$ cat config.mk
export PLATFORM = sky130hd
export DESIGN_NAME = uart_param_loader_flat
export DESIGN_NICKNAME = d
export VERILOG_FILES = /design/src/rtl/uart_param_loader_if.sv /design/src/rtl/uart_param_loader.sv /design/src/flat_wrapper.sv
export SDC_FILE = /design/constraint.sdc
export NUM_CORES = 1
export LEC_CHECK = 0
export ABC_CLOCK_PERIOD_IN_PS = 3700
export BUFFER_PORTS_ARGS = -buffer_cell sky130_fd_sc_hd__clkbuf_2
export CORE_ASPECT_RATIO = 1.5
export CORE_MARGIN = 8
export CORE_UTILIZATION = 31
export DETAILED_ROUTE_END_ITERATION = 10
export GPL_TIMING_DRIVEN = 1
export PLACE_DENSITY = 0.56
export SYNTH_ARGS = -nofsm -noshare
export SYNTH_HDL_FRONTEND = slang
export SYNTH_SLANG_ARGS = --single-unit
$ cat constraint.sdc
create_clock -name clk -period 3.7 [get_ports clk]
set_input_delay 0.185 -clock clk [delete_from_list [all_inputs] [get_ports clk]]
set_output_delay 0.185 -clock clk [all_outputs]
set_load 0.005 [all_outputs]
$ cat src/rtl/uart_param_loader_if.sv
// uart_param_loader_if: byte-stream, response and parameter-batch signals of the UART parameter loader
interface uart_param_loader_if #(
    parameter int NUM_WORDS = 7,
    parameter int WORD_W = 32
);
    logic [7:0] rx_byte;
    logic rx_byte_valid;
    logic [7:0] tx_byte;
    logic tx_valid;
    logic tx_ready;
    logic [NUM_WORDS*WORD_W-1:0] params;
    logic batch_valid;
    logic batch_ready;
    modport master (
        input rx_byte, rx_byte_valid, tx_ready, batch_ready,
        output tx_byte, tx_valid, params, batch_valid
    );
    modport slave (
        output rx_byte, rx_byte_valid, tx_ready, batch_ready,
        input tx_byte, tx_valid, params, batch_valid
    );
endinterface

$ cat src/rtl/uart_param_loader.sv
// uart_param_loader: parses sync/payload/XOR-checksum frames into a parameter batch and answers ACK/NAK
module uart_param_loader #(
    parameter int CLK_FREQ_HZ = 100_000_000,
    parameter int TIMEOUT_US = 1000,
    parameter int NUM_WORDS = 7,
    parameter int WORD_W = 32,
    parameter logic [7:0] SYNC_BYTE = 8'hA5
) (
    input logic clk,
    input logic rst_n,
    uart_param_loader_if.master bus,
    output logic busy,
    output logic err_csum,
    output logic err_timeout,
    output logic err_overrun
);
    localparam int BPW = WORD_W / 8;
    localparam int NB = NUM_WORDS * BPW;
    localparam int CW = $clog2(NB + 1);
    localparam int TIMEOUT_CYCLES = CLK_FREQ_HZ / 1_000_000 * TIMEOUT_US;
    localparam int TW = $clog2(TIMEOUT_CYCLES + 1);
    typedef enum logic [1:0] {HUNT, PAYLOAD, CSUM} state_t;
    state_t state, state_nx;
    logic [CW-1:0] byte_cnt;
    logic [7:0] csum;
    logic [TW-1:0] tmo_cnt;
    logic [7:0] stage [NB];
    logic [NUM_WORDS*WORD_W-1:0] stage_flat;
    logic tmo, take, fin, good, free, load;
    for (genvar w = 0; w < NUM_WORDS; w++) begin : g_word
        for (genvar b = 0; b < BPW; b++) begin : g_byte
            assign stage_flat[w*WORD_W + (BPW-1-b)*8 +: 8] = stage[w*BPW + b];
        end
    end
    assign busy = state != HUNT;
    always_comb begin
        tmo = state != HUNT && tmo_cnt == TW'(TIMEOUT_CYCLES);
        take = bus.rx_byte_valid && !tmo;
        fin = state == CSUM && take;
        good = bus.rx_byte == csum;
        free = !bus.batch_valid || bus.batch_ready;
        load = fin && good && free;
        state_nx = tmo ? HUNT :
                   !take ? state :
                   state == HUNT ? (bus.rx_byte == SYNC_BYTE ? PAYLOAD : HUNT) :
                   state == PAYLOAD ? (byte_cnt == CW'(NB-1) ? CSUM : PAYLOAD) : HUNT;
    end
    always_ff @(posedge clk) begin
        if (!rst_n) state <= HUNT;
        else state <= state_nx;
    end
    always_ff @(posedge clk) begin
        if (!rst_n) begin
            byte_cnt <= '0;
            csum <= '0;
            tmo_cnt <= '0;
            for (int k = 0; k < NB; k++) stage[k] <= '0;
            bus.params <= '0;
            bus.batch_valid <= 1'b0;
            bus.tx_valid <= 1'b0;
            bus.tx_byte <= 8'h00;
            err_csum <= 1'b0;
            err_timeout <= 1'b0;
            err_overrun <= 1'b0;
        end else begin
            tmo_cnt <= (state == HUNT || tmo || bus.rx_byte_valid) ? '0 : tmo_cnt + 1'b1;
            if (state == HUNT) begin
                byte_cnt <= '0;
                csum <= '0;
            end else if (take && state == PAYLOAD) begin
                byte_cnt <= byte_cnt + 1'b1;
                csum <= csum ^ bus.rx_byte;
                for (int k = 0; k < NB; k++) if (byte_cnt == CW'(k)) stage[k] <= bus.rx_byte;
            end
            err_timeout <= tmo;
            err_csum <= fin && !good;
            err_overrun <= fin && good && !free;
            if (load) bus.params <= stage_flat;
            bus.batch_valid <= load || (bus.batch_valid && !bus.batch_ready);
            // a fresh response overwrites any unsent one
            bus.tx_valid <= fin || (bus.tx_valid && !bus.tx_ready);
            if (fin) bus.tx_byte <= load ? 8'h06 : 8'h15;
        end
    end
endmodule
$ cat src/flat_wrapper.sv
// flat-port wrapper written by rule: the top's interface ports become plain ports
module uart_param_loader_flat 
#(
    parameter int CLK_FREQ_HZ = 100_000_000,
    parameter int TIMEOUT_US = 1000,
    parameter int NUM_WORDS = 7,
    parameter int WORD_W = 32,
    parameter logic [7:0] SYNC_BYTE = 8'hA5
)
  (clk, rst_n, busy, err_csum, err_timeout, err_overrun, bus_rx_byte, bus_rx_byte_valid, bus_tx_ready, bus_batch_ready, bus_tx_byte, bus_tx_valid, bus_params, bus_batch_valid);
  uart_param_loader_if #(.NUM_WORDS(NUM_WORDS), .WORD_W(WORD_W)) bus_i ();
  input logic clk;
  input logic rst_n;
  output logic busy;
  output logic err_csum;
  output logic err_timeout;
  output logic err_overrun;
  input wire logic [$bits(bus_i.rx_byte)-1:0] bus_rx_byte;
  input wire logic [$bits(bus_i.rx_byte_valid)-1:0] bus_rx_byte_valid;
  input wire logic [$bits(bus_i.tx_ready)-1:0] bus_tx_ready;
  input wire logic [$bits(bus_i.batch_ready)-1:0] bus_batch_ready;
  output wire logic [$bits(bus_i.tx_byte)-1:0] bus_tx_byte;
  output wire logic [$bits(bus_i.tx_valid)-1:0] bus_tx_valid;
  output wire logic [$bits(bus_i.params)-1:0] bus_params;
  output wire logic [$bits(bus_i.batch_valid)-1:0] bus_batch_valid;
  assign bus_i.rx_byte = bus_rx_byte;
  assign bus_i.rx_byte_valid = bus_rx_byte_valid;
  assign bus_i.tx_ready = bus_tx_ready;
  assign bus_i.batch_ready = bus_batch_ready;
  assign bus_tx_byte = bus_i.tx_byte;
  assign bus_tx_valid = bus_i.tx_valid;
  assign bus_params = bus_i.params;
  assign bus_batch_valid = bus_i.batch_valid;
  uart_param_loader #(.CLK_FREQ_HZ(CLK_FREQ_HZ), .TIMEOUT_US(TIMEOUT_US), .NUM_WORDS(NUM_WORDS), .WORD_W(WORD_W), .SYNC_BYTE(SYNC_BYTE)) u_core (.clk(clk), .rst_n(rst_n), .bus(bus_i), .busy(busy), .err_csum(err_csum), .err_timeout(err_timeout), .err_overrun(err_overrun));
endmodule
==> report_table.html, run 1 <==
<table>
<tr><th>Metric</th><th>Value</th></tr>
<tr><th colspan="2">Outcome</th></tr>
<tr><td>Run status</td><td>finished clean</td></tr>
<tr><th colspan="2">Pwr</th></tr>
<tr><td>Maximum vdd ir drop</td><td>roughly 300 uV</td></tr>
<tr><td>Total Power</td><td>~11 mW</td></tr>
<tr><td>Static leakage</td><td>about 8.3 nW</td></tr>
<tr><td>Total power density per cell area</td><td>505 nW/um2</td></tr>
<tr><th colspan="2">Timing</th></tr>
<tr><td>Highest Clock Rate</td><td>around 360 MHz</td></tr>
<tr><td>Setup ws final</td><td>950 ps</td></tr>
<tr><td>Clock period minus final worst setup slack</td><td>roughly 2800 ps</td></tr>
<tr><td>Max-slew violation total from the final report</td><td>0</td></tr>
<tr><td>Worst hold-check slack</td><td>between 60 and 70 ps</td></tr>
<tr><td>Final Hold Viols</td><td>0</td></tr>
<tr><td>RSZ-0062 raised after global routing</td><td>false</td></tr>
<tr><td>Transition at the pin with the smallest max-transition slack</td><td>918 ps</td></tr>
<tr><td>Final clock skew</td><td>19.3 ps</td></tr>
<tr><td>Final worst-path cycle share</td><td>between 70 and 80%</td></tr>
<tr><td>Headroom to the max-slew limit</td><td>38.7%</td></tr>
<tr><td>Setup TNS</td><td>0 ps</td></tr>
<tr><td>Total of endpoints with negative setup slack in the final report</td><td>0</td></tr>
<tr><th colspan="2">Synthesis</th></tr>
<tr><td>Async set-or-reset flop fraction in the synthesized netlist</td><td>0%</td></tr>
<tr><td>Fraction of post-synthesis cell area in the top cell type by area</td><td>around 36%</td></tr>
<tr><td>Post-synthesis sequential element count</td><td>between 400 and 500</td></tr>
<tr><td>Number of enable flip-flop cells after synthesis</td><td>around 220</td></tr>
<tr><td>Count leader, synth</td><td>nand2_1</td></tr>
<tr><td>Dominant register cell in the synthesized netlist</td><td>dfxtp_1</td></tr>
<tr><td>Number of standard cells after synthesis</td><td>~1700</td></tr>
<tr><td>Number of library cell types mapped by synthesis</td><td>45</td></tr>
<tr><td>Cell taking the most area after synthesis</td><td>edfxtp_1</td></tr>
<tr><td>Cell types with the largest area share after synthesis</td><td>edfxtp_1, dfxtp_1, mux2i_1, nand2_1, nor2_1</td></tr>
<tr><td>Total number of yosys warnings</td><td>0</td></tr>
<tr><td>Sequential cell area fraction in the yosys report</td><td>between 60 and 70%</td></tr>
<tr><td>Mapped Area</td><td>approximately 19000 um2</td></tr>
<tr><td>Most common library cells after synthesis</td><td>nand2_1, dfxtp_1, edfxtp_1, mux2i_1, nor2_1</td></tr>
<tr><td>Mean cell area of the mapped netlist</td><td>11.1 um2</td></tr>
<tr><th colspan="2">Critical path</th></tr>
<tr><td>Critical-path top delay cell</td><td>or4_1</td></tr>
<tr><td>Critical Path Fanout Max</td><td>15</td></tr>
<tr><td>Critical path launch point</td><td>u_core.tmo_cnt[0]</td></tr>
<tr><td>Critical path launch point type</td><td>register</td></tr>
<tr><td>Critical Path Max Stage Delay</td><td>770 ps</td></tr>
<tr><td>Endpoint required time on the critical path</td><td>between 3000 and 4000 ps</td></tr>
<tr><td>Combined buffer and inverter count along the critical path</td><td>1</td></tr>
<tr><td>Critical path endpoint category</td><td>register</td></tr>
<tr><td>Source of the worst register-to-register timing path</td><td>u_core.tmo_cnt[0]</td></tr>
<tr><td>Data arrival, critical path</td><td>between 2000 and 3000 ps</td></tr>
<tr><td>List of cells traversed by the critical path</td><td>inv_1, ha_1, and4b_1, and4_4, or4_1, nand2_1</td></tr>
<tr><td>Category of the most critical setup path</td><td>register to register</td></tr>
<tr><td>CP top delay family</td><td>simple AND/OR/NAND/NOR gates</td></tr>
<tr><th colspan="2">Placed design</th></tr>
<tr><td>Routability Congestion</td><td>0.801</td></tr>
<tr><td>DPL Wire Length</td><td>between 40 and 50 mm</td></tr>
<tr><td>Worst Setup Slack post-DPL</td><td>about 920 ps</td></tr>
<tr><td>Number of input and output port buffers inserted</td><td>about 250</td></tr>
<tr><td># placed instances</td><td>approximately 2600</td></tr>
<tr><th colspan="2">Floorplan</th></tr>
<tr><td>Initial Utilization</td><td>a little under a third</td></tr>
<tr><td>Area of the die</td><td>68700 um2</td></tr>
<tr><td>Die Span Y</td><td>~320 um</td></tr>
<tr><td>Die X-Extent</td><td>217 um</td></tr>
<tr><td>Count of boundary I/O pins</td><td>about 250</td></tr>
<tr><td>Core area</td><td>59900 um2</td></tr>
<tr><td>Number of cell rows</td><td>110</td></tr>
<tr><th colspan="2">Hold path</th></tr>
<tr><td>Class of the most critical hold timing path</td><td>input port to register</td></tr>
<tr><td>HP Start</td><td>rst_n</td></tr>
<tr><th colspan="2">Global routing</th></tr>
<tr><td>Wire length of the first global-routing pass</td><td>about 86 mm</td></tr>
<tr><td>Gr usage total</td><td>approximately 17%</td></tr>
<tr><td>Initial antenna violation count</td><td>0</td></tr>
<tr><td>Met2 Track Usage GR</td><td>about 30%</td></tr>
<tr><td>Met1 capacity usage during global routing</td><td>18.6%</td></tr>
<tr><td>Largest net degree at the start of global routing</td><td>around 130</td></tr>
<tr><td>Most used routing layer in global routing</td><td>met2</td></tr>
<tr><td>Met3 usage in global routing</td><td>approximately 3.3%</td></tr>
<tr><td>Grt ovf</td><td>0</td></tr>
<tr><td>Via count of the first global-routing pass</td><td>roughly 13000</td></tr>
<tr><th colspan="2">CTS</th></tr>
<tr><td>Buffers from clock root to sink, at most</td><td>3</td></tr>
<tr><td>H-tree level count</td><td>2</td></tr>
<tr><td>Clock Sink Count</td><td>roughly 490</td></tr>
<tr><td>Post-CTS Resized</td><td>0</td></tr>
<tr><td>Number of buffers inserted during clock tree synthesis</td><td>between 40 and 50</td></tr>
<tr><td>Buffer type at the clock tree root</td><td>clkbuf_16</td></tr>
<tr><td>Clock transition at the registers of the reported paths</td><td>about 70 ps</td></tr>
<tr><td>CTS tree</td><td>built</td></tr>
<tr><td>Clock latency reported for the late side of the worst-skew pair</td><td>~570 ps</td></tr>
<tr><th colspan="2">Finish</th></tr>
<tr><td>Layout cells sized above 1</td><td>19.5%</td></tr>
<tr><td>Final std cells w/o fill</td><td>2743</td></tr>
<tr><td>Nets@finish</td><td>approximately 1900</td></tr>
<tr><td>Number of fill cells in the layout</td><td>between 5000 and 6000</td></tr>
<tr><td>Total inserted antenna cells</td><td>0</td></tr>
<tr><td>Layout overhead on the synthesized area</td><td>19.9%</td></tr>
<tr><th colspan="2">Route</th></tr>
<tr><td>Detailed Routing Iterations Pass 1</td><td>5</td></tr>
<tr><td>Wire length per cell</td><td>around 21 um</td></tr>
<tr><td>Via total after detailed routing</td><td>roughly 13000</td></tr>
<tr><td>Count of antenna-violating nets left after detailed routing</td><td>0</td></tr>
<tr><td>First DRT Iteration DRCs</td><td>1121</td></tr>
<tr><td>Total detailed-routing wirelength</td><td>58.9 mm</td></tr>
<tr><td>Ratio of routed vias to standard cells</td><td>between 4 and 5</td></tr>
<tr><td>Number of design rule violations left after detail routing</td><td>0</td></tr>
<tr><th colspan="2">Job</th></tr>
<tr><td>Reported max-cap violation count</td><td>0</td></tr>
</table>
==> placed cells by master, fill, tap and decap left out, drive strengths merged, types with 3 or more instances in the layout <==
cell,instances
nor2b,4
and3,4
nand4,13
conb,4
nor2,146
nand3,14
a41o,10
o21a,4
buf,48
clkinv,17
bufinv,5
clkbuf,307
o31ai,4
ha,7
inv,20
nor4,7
a21oi,5
o21ai,21
edfxtp,224
nor3,40
or4,7
or2,4
nand2,494
mux2i,224
xnor2,21
dlygate4sd3,10
clkinvlp,3
dfxtp,264
a31oi,11
==> what timing repair did <==
| item | CTS | global route |
|---|---|---|
| setup buffers | 0 | 0 |
| hold buffers | 10 | 0 |
| hold endpoints to repair | 11 | 0 |
==> final timing paths <==
check	to	slack, ps	cells past startpoint
max	u_core.stage[10][0]	950	6
min	u_core.bus.tx_byte[1]	70	2
max reg2reg	u_core.stage[10][0]	950	6
min reg2reg	u_core.bus.params[60]	450	2
==> worst reg2reg max path, cell delays in order, from the launching register on <==
cell and delay [ps]:
dfxtp_1 390, inv_1 70, ha_1 180, and4b_1 210, and4_4 250, or4_1 780, nand2_1 500
==> registers in the layout (all words and copies together), names as in the netlist, 2 cells and up <==
register            cells
u_core.bus.tx_byte      3
u_core.csum             8
u_core.stage          224
u_core.byte_cnt         5
u_core.bus.params     224
u_core.state            2
u_core.tmo_cnt         17
==> per-stage QoR <==
stage | utilization [%] | cell area, um2
after floorplan | - | 18700
after global placement | 34.6 | 20700
after detailed placement | 34.6 | 20700
after CTS | 37.5 | 22500
after global routing | 37.5 | 22500
final | 37.5 | 22500
==> power by group <==
group | switching (mW) | internal, mW | leakage (nW)
sequential | 0.0576 | 5.78 | 4.30
combinational | 0.292 | 0.0798 | 3.17
clock | 2.13 | 2.99 | 0.806
total | 2.48 | 8.85 | 8.27
==> final cells by class <==
class / instances / area (um2) / area share [%]
sequential: 488 / 12000 / 53.5
timing repair buffer: 303 / 1740 / 7.77
clock inverter: 25 / 256 / 1.14
clock buffer: 62 / 1390 / 6.18
multi-input combinational: 1061 / 6000 / 26.7
tap: 784 / 981 / 4.37
inverter: 20 / 75.1 / 0.334
==> metal layers <==
layer,vias to the layer above,wire [um]
met5,-,0
met4,0,3070
met3,105,3280
met2,398,30100
met1,6409,22500
li1,6163,-
==> cell families (layout without fill, tap and decap cells) <==
| kind of cell | after synthesis | count (layout) | synth area share (%) |
|---|---|---|---|
| XOR/XNOR | 22 | 22 | 1.03 |
| adder cells (fa/ha/maj) | 7 | 7 | 0.468 |
| flip-flops | 488 | 488 | 64.1 |
| AO/OA/AOI/OAI | 60 | 60 | 2.14 |
| AND/OR/NAND/NOR | 744 | 744 | 16.1 |
| multiplexers | 224 | 224 | 12.0 |
| buffers and inverters | 146 | 410 | 4.10 |
| other | 1 | 4 | 0.0200 |
Note: power is estimated with default switching activity, not from simulation.
==> run 2, diff against run 1 <==
--- a/config.mk
+++ b/config.mk
@@ -5,14 +5,15 @@
 export SDC_FILE = /design/constraint.sdc
 export NUM_CORES = 1
 export LEC_CHECK = 0
-export ABC_CLOCK_PERIOD_IN_PS = 3700
+export ABC_AREA = 1
+export ABC_CLOCK_PERIOD_IN_PS = 2300
 export BUFFER_PORTS_ARGS = -buffer_cell sky130_fd_sc_hd__clkbuf_2
 export CORE_ASPECT_RATIO = 1.5
 export CORE_MARGIN = 8
 export CORE_UTILIZATION = 31
 export DETAILED_ROUTE_END_ITERATION = 10
 export GPL_TIMING_DRIVEN = 1
-export PLACE_DENSITY = 0.56
+export PLACE_DENSITY = 0.58
 export SYNTH_ARGS = -nofsm -noshare
 export SYNTH_HDL_FRONTEND = slang
 export SYNTH_SLANG_ARGS = --single-unit
==> constraint.sdc (replaced) <==
create_clock -name clk -period 2.3 [get_ports clk]
set_input_delay 0.115 -clock clk [delete_from_list [all_inputs] [get_ports clk]]
set_output_delay 0.115 -clock clk [all_outputs]
set_load 0.005 [all_outputs]
==> run 2 against run 1 <==
Effect of this change:
- via count rose by 20%
- clock power rose by 50%
- maximum frequency rose by 25%
- combinational power rose by 70%
- sequential share of layout area fell by 2.9 points
- final area rose by 5.8%
- clock skew fell by 4.8 ps
- sequential power rose by 61%
- critical endpoint is now u_core.stage[22][5]
==> report_table.html, run 2 <==
<table>
<tr><th>Metric</th><th>Value</th></tr>
<tr><th colspan="2">Timing</th></tr>
<tr><td>Transition at the pin with the smallest max-transition slack</td><td>765 ps (-154 ps)</td></tr>
<tr><td>Max-slew violation total from the final report</td><td>0 (unchanged)</td></tr>
<tr><td>Final worst-path cycle share</td><td>95.6% (+21 points)</td></tr>
<tr><td>Highest Clock Rate</td><td>455 MHz (+25%)</td></tr>
<tr><td>Final Hold Viols</td><td>0 (unchanged)</td></tr>
<tr><td>Clock period minus final worst setup slack</td><td>2200 ps (-551 ps)</td></tr>
<tr><td>Worst hold-check slack</td><td>54.1 ps (-11.0 ps)</td></tr>
<tr><td>Total of endpoints with negative setup slack in the final report</td><td>0 (unchanged)</td></tr>
<tr><td>RSZ-0062 raised after global routing</td><td>true</td></tr>
<tr><td>Setup TNS</td><td>0 ps (unchanged)</td></tr>
<tr><td>Final clock skew</td><td>14.6 ps (-4.78 ps)</td></tr>
<tr><td>Headroom to the max-slew limit</td><td>49.0% (+10 points)</td></tr>
<tr><th colspan="2">Floorplan</th></tr>
<tr><td>Initial Utilization</td><td>31.4% (+0.11 points)</td></tr>
<tr><td>Number of cell rows</td><td>112 (+1.8%)</td></tr>
<tr><td>Die X-Extent</td><td>221 um (+2.0%)</td></tr>
<tr><td>Area of the die</td><td>71500 um2 (+4.0%)</td></tr>
<tr><td>Core area</td><td>62200 um2 (+3.9%)</td></tr>
<tr><td>Count of boundary I/O pins</td><td>251 (unchanged)</td></tr>
<tr><td>Die Span Y</td><td>323 um (+2.0%)</td></tr>
<tr><th colspan="2">CTS</th></tr>
<tr><td>Number of buffers inserted during clock tree synthesis</td><td>47 (unchanged)</td></tr>
<tr><td>Clock Sink Count</td><td>488 (unchanged)</td></tr>
<tr><td>Buffer type at the clock tree root</td><td>clkbuf_16</td></tr>
<tr><td>CTS tree</td><td>built</td></tr>
<tr><td>H-tree level count</td><td>2 (unchanged)</td></tr>
<tr><td>Clock latency reported for the late side of the worst-skew pair</td><td>590 ps (+20 ps)</td></tr>
<tr><td>Clock transition at the registers of the reported paths</td><td>70 ps (about the same)</td></tr>
<tr><td>Buffers from clock root to sink, at most</td><td>3 (unchanged)</td></tr>
<tr><th colspan="2">Synthesis</th></tr>
<tr><td>Async set-or-reset flop fraction in the synthesized netlist</td><td>0% (unchanged)</td></tr>
<tr><td>Number of enable flip-flop cells after synthesis</td><td>224 (unchanged)</td></tr>
<tr><td>Most common library cells after synthesis</td><td>nor2_1, nand2_1, inv_1, dfxtp_1, a21oi_1</td></tr>
<tr><td>Cell taking the most area after synthesis</td><td>edfxtp_1</td></tr>
<tr><td>Number of standard cells after synthesis</td><td>2213 (+31%)</td></tr>
<tr><td>Number of library cell types mapped by synthesis</td><td>30 (-33%)</td></tr>
<tr><td>Dominant register cell in the synthesized netlist</td><td>dfxtp_1</td></tr>
<tr><td>Post-synthesis sequential element count</td><td>488 (unchanged)</td></tr>
<tr><td>Total number of yosys warnings</td><td>0 (unchanged)</td></tr>
<tr><td>Sequential cell area fraction in the yosys report</td><td>61.5% (-2.6 points)</td></tr>
<tr><td>Fraction of post-synthesis cell area in the top cell type by area</td><td>34.4% (-1.5 points)</td></tr>
<tr><td>Count leader, synth</td><td>nor2_1</td></tr>
<tr><td>Cell types with the largest area share after synthesis</td><td>edfxtp_1, dfxtp_1, nor2_1, a21oi_1, nand2_1</td></tr>
<tr><td>Mean cell area of the mapped netlist</td><td>8.83 um2 (-20%)</td></tr>
<tr><td>Mapped Area</td><td>19500 um2 (+4.3%)</td></tr>
<tr><th colspan="2">Global routing</th></tr>
<tr><td>Wire length of the first global-routing pass</td><td>92.0 mm (+6.5%)</td></tr>
<tr><td>Largest net degree at the start of global routing</td><td>111 (-16%)</td></tr>
<tr><td>Initial antenna violation count</td><td>0 (unchanged)</td></tr>
<tr><td>Gr usage total</td><td>16.5% (-0.18 points)</td></tr>
<tr><td>Grt ovf</td><td>0 (unchanged)</td></tr>
<tr><td>Via count of the first global-routing pass</td><td>15300 (+17%)</td></tr>
<tr><th colspan="2">Outcome</th></tr>
<tr><td>Run status</td><td>finished clean</td></tr>
<tr><th colspan="2">Finish</th></tr>
<tr><td>Largest registers</td><td>u_core.bus.params: 224 flops, u_core.stage: 224 flops, u_core.tmo_cnt: 17 flops</td></tr>
<tr><td>Final std cells w/o fill</td><td>3299 (+20%)</td></tr>
<tr><td>Commonest non-fill, non-tap cell in the layout</td><td>nor2_1</td></tr>
<tr><td>Nets@finish</td><td>2482 (+28%)</td></tr>
<tr><td>Total inserted antenna cells</td><td>0 (unchanged)</td></tr>
<tr><td>Layout cells sized above 1</td><td>17.9% (-1.6 points)</td></tr>
<tr><td>Layout overhead on the synthesized area</td><td>21.6%</td></tr>
<tr><td>Commonest cells after routing, fill and taps aside</td><td>nor2_1, nand2_1, inv_1</td></tr>
<tr><td>Fraction of the core area covered by cells at the end of the flow</td><td>38.2% (+0.69 points)</td></tr>
<tr><th colspan="2">Job</th></tr>
<tr><td>Reported max-cap violation count</td><td>0 (unchanged)</td></tr>
<tr><th colspan="2">Critical path</th></tr>
<tr><td>Endpoint required time on the critical path</td><td>2610 ps (-1300 ps)</td></tr>
<tr><td>Reg2reg setup slack</td><td>100 ps (-850 ps)</td></tr>
<tr><td>Category of the most critical setup path</td><td>register to register</td></tr>
<tr><td>Source of the worst register-to-register timing path</td><td>u_core.tmo_cnt[0]</td></tr>
<tr><td>Critical path launch point</td><td>u_core.tmo_cnt[0]</td></tr>
<tr><td>Data arrival, critical path</td><td>2510 ps (-450 ps)</td></tr>
<tr><td>Critical path launch point type</td><td>register</td></tr>
<tr><td>Critical Path Fanout Max</td><td>10 (-5)</td></tr>
<tr><td>Critical path endpoint category</td><td>register</td></tr>
<tr><td>Worst reg-to-reg path cell count</td><td>15 (+9)</td></tr>
<tr><th colspan="2">Pwr</th></tr>
<tr><td>Maximum vdd ir drop</td><td>501 uV (+68%)</td></tr>
<tr><td>Total power density per cell area</td><td>746 nW/um2 (+48%)</td></tr>
<tr><td>Static leakage</td><td>10.1 nW (+23%)</td></tr>
<tr><th colspan="2">Route</th></tr>
<tr><td>Total detailed-routing wirelength</td><td>61.0 mm (+3.6%)</td></tr>
<tr><td>Ratio of routed vias to standard cells</td><td>4.75 (-0.42%)</td></tr>
<tr><td>Number of design rule violations left after detail routing</td><td>0 (unchanged)</td></tr>
<tr><td>Via total after detailed routing</td><td>15700 (+20%)</td></tr>
<tr><td>Detailed Routing Iterations Pass 1</td><td>5 (unchanged)</td></tr>
<tr><td>First DRT Iteration DRCs</td><td>963 (-14%)</td></tr>
<tr><td>Wire length per cell</td><td>18.5 um (-14%)</td></tr>
<tr><td>Count of antenna-violating nets left after detailed routing</td><td>0 (unchanged)</td></tr>
<tr><th colspan="2">Placed design</th></tr>
<tr><td># placed instances</td><td>3198 (+21%)</td></tr>
<tr><td>Routability Congestion</td><td>0.833 (+4.0%)</td></tr>
<tr><td>DPL Wire Length</td><td>44.1 mm (+7.1%)</td></tr>
<tr><td>Number of input and output port buffers inserted</td><td>246 (unchanged)</td></tr>
<tr><th colspan="2">Hold path</th></tr>
<tr><td>HP Start</td><td>bus_rx_byte[2]</td></tr>
<tr><td>Class of the most critical hold timing path</td><td>input port to register</td></tr>
<tr><td>Count of cells along the worst hold path</td><td>4 (+2)</td></tr>
</table>
run 2: timing repair:
item	4_1_cts	5_1_grt
setup endpoints to repair	0	175
endpoints found under the hold margin	18	0
resized for setup	0	11
hold buffers	13	0
buffers inserted	0	0
run 2: power breakdown:
group	switching [mW]	total, mW	internal (mW)
combinational	0.460	0.632	0.172
sequential	0.103	9.41	9.31
clock	3.45	7.68	4.24
run 2: area by class of cell:
cell class	instances	area, um2
clock inverter	32	278
clock buffer	56	1240
tap	798	998
fill	6338	38500
multi-input combinational	1308	5880
inverter	271	1020
timing repair buffer	346	2330
sequential	488	12000
run 2: final timing paths:
check / end
hold reg to reg: u_core.bus.tx_byte[2]
hold / removal: u_core.csum[2]
setup / recovery: u_core.stage[22][5]
setup reg to reg: u_core.stage[22][5]
run 2: logic make-up (layout without fill, tap and decap cells):
family                     Yosys count  count (layout)  synth area share [%]
buffers and inverters              420             705                  8.70
AOI/OAI and AO/OA                  252             252                  6.48
and+or+nand+nor                   1032            1032                  22.3
xor gates and xnor gates            13              13                 0.583
adders and majority gates            7               7                 0.448
DFF                                488             488                  61.5
other                                1               4                0.0192
run 2: metrics by stage:
stage | power (mW) | instance area [um2] | setup WS (ps)
after global placement | 10.2 | 22100 | 68.5
after detailed placement | 10.2 | 22100 | 65.1
after floorplan | 9.88 | 19500 | 158
final | 17.7 | 23800 | 101
after global routing | 18.3 | 23800 | -52.2
after CTS | 17.9 | 23700 | 43.2
run 2: layer usage:
metal | up-vias | routed length [um] | GRT usage, %
li1 | 7589 | - | -
met3 | 123 | 3800 | 3.85
met1 | 7445 | 24000 | 18.6
met5 | - | 0 | 0
met2 | 502 | 30300 | 29.0
met4 | 0 | 2890 | 8.14
run 2: critical path, cell delays in order (launching register included):
cell and delay [ps]:
dfxtp_1 340, inv_1 60, ha_1 180, nand2_1 60
inv_1 40, nand2_1 70, nor2_1 60, nand3_2 90
nand2_1 110, inv_2 80, nand2_2 100, nor2_1 180
buf_6 190, nand3_1 90, nand2_1 140, buf_12 140
==> run 3, diff against run 2 <==
--- a/config.mk
+++ b/config.mk
@@ -10,10 +10,10 @@
 export BUFFER_PORTS_ARGS = -buffer_cell sky130_fd_sc_hd__clkbuf_2
 export CORE_ASPECT_RATIO = 1.5
 export CORE_MARGIN = 8
-export CORE_UTILIZATION = 31
+export CORE_UTILIZATION = 30
 export DETAILED_ROUTE_END_ITERATION = 10
 export GPL_TIMING_DRIVEN = 1
-export PLACE_DENSITY = 0.58
+export PLACE_DENSITY = 0.57
 export SYNTH_ARGS = -nofsm -noshare
 export SYNTH_HDL_FRONTEND = slang
 export SYNTH_SLANG_ARGS = --single-unit
==> run 3 against run 2 <==
Effect of this change:
- maximum frequency up 0.80%
- core utilization fell by 0.27 points
- critical path depth unchanged
- register-to-register slack better by 20 ps
- sequential power about the same
- final area up 2.9%
- non-clock buffer count rose by 23
- via count decreased by 0.47%
- clock power rose by 17%
- sequential share of layout area shrank 1.4 points
- critical path type unchanged
==> report_table.html, run 3 (synthesized netlist as in run 2, its figures left out) <==
<table>
<tr><th>Metric</th><th>Value</th></tr>
<tr><th colspan="2">Finish</th></tr>
<tr><td>Commonest cells after routing, fill and taps aside</td><td>nor2_1, nand2_1, inv_1</td></tr>
<tr><td>Total inserted antenna cells</td><td>0 (unchanged)</td></tr>
<tr><td>Largest registers</td><td>u_core.bus.params: 224 flops, u_core.stage: 224 flops, u_core.tmo_cnt: 17 flops</td></tr>
<tr><td>Final std cells w/o fill</td><td>3399 (+3.0%)</td></tr>
<tr><td>Commonest non-fill, non-tap cell in the layout</td><td>nor2_1</td></tr>
<tr><td>Layout overhead on the synthesized area</td><td>25.2%</td></tr>
<tr><td>Layout cells sized above 1</td><td>19.0% (+1.1 points)</td></tr>
<tr><td>Nets@finish</td><td>2508 (+1.0%)</td></tr>
<tr><th colspan="2">Critical path</th></tr>
<tr><td>Critical path launch point type</td><td>register</td></tr>
<tr><td>Category of the most critical setup path</td><td>register to register</td></tr>
<tr><td>Critical Path Fanout Max</td><td>40 (+30)</td></tr>
<tr><td>Endpoint required time on the critical path</td><td>2770 ps (+160 ps)</td></tr>
<tr><td>Data arrival, critical path</td><td>2650 ps (+140 ps)</td></tr>
<tr><td>Critical path endpoint category</td><td>register</td></tr>
<tr><th colspan="2">Placed design</th></tr>
<tr><td>Number of input and output port buffers inserted</td><td>246 (unchanged)</td></tr>
<tr><td>DPL Wire Length</td><td>43.5 mm (-1.3%)</td></tr>
<tr><td># placed instances</td><td>3284 (+2.7%)</td></tr>
<tr><td>Routability Congestion</td><td>0.836 (+0.41%)</td></tr>
<tr><th colspan="2">Route</th></tr>
<tr><td>Total detailed-routing wirelength</td><td>61.4 mm (+0.55%)</td></tr>
<tr><td>Number of design rule violations left after detail routing</td><td>0 (unchanged)</td></tr>
<tr><td>Via total after detailed routing</td><td>15600 (-0.47%)</td></tr>
<tr><td>Wire length per cell</td><td>18.1 um (-2.4%)</td></tr>
<tr><td>Uppermost signal routing layer after detailed routing</td><td>met4</td></tr>
<tr><td>Count of antenna-violating nets left after detailed routing</td><td>0 (unchanged)</td></tr>
<tr><td>First DRT Iteration DRCs</td><td>1149 (+19%)</td></tr>
<tr><td>Met2 WL post-DR</td><td>29.9 mm (-1.5%)</td></tr>
<tr><td>Detailed Routing Iterations Pass 1</td><td>7 (+2)</td></tr>
<tr><td>Ratio of routed vias to standard cells</td><td>4.59 (-3.4%)</td></tr>
<tr><td>DRT met1 WL</td><td>25.0 mm (+4.4%)</td></tr>
<tr><td>Total length of routed met3 wires</td><td>3.56 mm (-6.3%)</td></tr>
<tr><th colspan="2">Global routing</th></tr>
<tr><td>Wire length of the first global-routing pass</td><td>91.9 mm (about the same)</td></tr>
<tr><td>Via count of the first global-routing pass</td><td>15400 (+0.76%)</td></tr>
<tr><td>Gr usage total</td><td>16.1% (-0.38 points)</td></tr>
<tr><td>Largest net degree at the start of global routing</td><td>121 (+9.0%)</td></tr>
<tr><td>Grt ovf</td><td>0 (unchanged)</td></tr>
<tr><td>Initial antenna violation count</td><td>0 (unchanged)</td></tr>
<tr><th colspan="2">Pwr</th></tr>
<tr><td>Maximum vdd ir drop</td><td>425 uV (-15%)</td></tr>
<tr><td>Total power density per cell area</td><td>780 nW/um2 (+4.6%)</td></tr>
<tr><td>Static leakage</td><td>10.5 nW (+3.2%)</td></tr>
<tr><th colspan="2">CTS</th></tr>
<tr><td>Clock latency reported for the late side of the worst-skew pair</td><td>600 ps (about the same)</td></tr>
<tr><td>H-tree level count</td><td>2 (unchanged)</td></tr>
<tr><td>Clock transition at the registers of the reported paths</td><td>70 ps (about the same)</td></tr>
<tr><td>Buffer type at the clock tree root</td><td>clkbuf_16</td></tr>
<tr><td>Number of buffers inserted during clock tree synthesis</td><td>50 (+6.4%)</td></tr>
<tr><td>Buffers from clock root to sink, at most</td><td>3 (unchanged)</td></tr>
<tr><td>Clock Sink Count</td><td>488 (unchanged)</td></tr>
<tr><td>CTS tree</td><td>built</td></tr>
<tr><th colspan="2">Floorplan</th></tr>
<tr><td>Initial Utilization</td><td>30.3% (-1.1 points)</td></tr>
<tr><td>Die X-Extent</td><td>224 um (+1.5%)</td></tr>
<tr><td>Count of boundary I/O pins</td><td>251 (unchanged)</td></tr>
<tr><td>Core area</td><td>64500 um2 (+3.6%)</td></tr>
<tr><td>Die Span Y</td><td>329 um (+1.6%)</td></tr>
<tr><td>Number of cell rows</td><td>114 (+1.8%)</td></tr>
<tr><td>Area of the die</td><td>73700 um2 (+3.1%)</td></tr>
<tr><th colspan="2">Timing</th></tr>
<tr><td>RSZ-0062 raised after global routing</td><td>true</td></tr>
<tr><td>Highest Clock Rate</td><td>458 MHz (+0.80%)</td></tr>
<tr><td>Final Hold Viols</td><td>0 (unchanged)</td></tr>
<tr><td>Clock period minus final worst setup slack</td><td>2180 ps (-17.6 ps)</td></tr>
<tr><td>Final clock skew</td><td>33.6 ps (+19.1 ps)</td></tr>
<tr><td>Headroom to the max-slew limit</td><td>55.7% (+6.7 points)</td></tr>
<tr><td>Transition at the pin with the smallest max-transition slack</td><td>665 ps (-99.9 ps)</td></tr>
<tr><td>Worst hold-check slack</td><td>63.5 ps (+9.38 ps)</td></tr>
<tr><td>Max-slew violation total from the final report</td><td>0 (unchanged)</td></tr>
<tr><td>Final worst-path cycle share</td><td>94.8% (-0.76 points)</td></tr>
<tr><td>Total of endpoints with negative setup slack in the final report</td><td>0 (unchanged)</td></tr>
<tr><th colspan="2">Outcome</th></tr>
<tr><td>Run status</td><td>finished clean</td></tr>
<tr><th colspan="2">Job</th></tr>
<tr><td>Reported max-cap violation count</td><td>0 (unchanged)</td></tr>
<tr><th colspan="2">Hold path</th></tr>
<tr><td>Class of the most critical hold timing path</td><td>input port to register</td></tr>
</table>
==> run 3: cell type report <==
cell class                      instances  area [um2]
Clock inverter                         39         513
Sequential cell                       488       12000
Multi-Input combinational cell       1308        5880
Timing Repair Buffer                  369        2630
Fill cell                            6601       40000
Clock buffer                           54        1300
Tap cell                              870        1090
Inverter                              271        1020
==> run 3: final timing paths <==
check	to	startpoint	cells after the start	slack, ps
worst max-delay path	u_core.bus.params[72]	u_core.tmo_cnt[0]	15	120
worst max register to register	u_core.bus.params[72]	u_core.tmo_cnt[0]	15	120
worst min register to register	u_core.bus.tx_byte[1]	u_core.bus.tx_byte[1]	2	470
worst min-delay path	u_core.csum[7]	bus_rx_byte[7]	4	60
==> run 3: where the power goes <==
part | switching [mW] | total (mW) | internal [mW]
logic | 0.478 | 0.674 | 0.196
clock network | 3.57 | 9.00 | 5.44
registers | 0.0873 | 9.39 | 9.31
==> run 3: per-stage QoR <==
step | setup slack [ps] | instance area [um2] | TNS [ps] | utilization [%] | total power, mW
final | 119 | 24400 | 0 | 37.9 | 19.1
after global routing | -47.4 | 24400 | -296 | 37.9 | 19.7
after CTS | 7.08 | 24300 | 0 | 37.7 | 19.3
after detailed placement | 26.3 | 22300 | 0 | 34.7 | 10.2
after global placement | 28.5 | 22300 | 0 | 34.7 | 10.2
after floorplan | 158 | 19500 | 0 | - | 9.88
==> run 3: critical path, stage by stage, from the launching register on <==
cell     delay (ps)
dfxtp_1         330
inv_1            50
ha_1            190
nand2_1          60
inv_1            40
nand2_1          70
nor2_1           50
nand3_2          90
nand3_2         150
nor2_4          190
buf_4           140
buf_12          190
buf_16          230
nand3_1          90
nand2_1         100
nor2_1           50
==> run 3: repair_timing <==
item / CTS / global route
setup endpoints to repair: 4 / 155
hold endpoints to repair: 32 / 0
pin swaps: 0 / 1
gates resized for setup: 1 / 17
setup buffers: 0 / 6
gates cloned: 0 / 1
hold buffers: 15 / 0
==> run 3: metal layers <==
layer / track usage (%) / vias to the layer above
met5: 0 / -
met4: 7.42 / 0
met3: 3.82 / 119
met2: 27.6 / 413
met1: 18.8 / 7410
li1: - / 7643
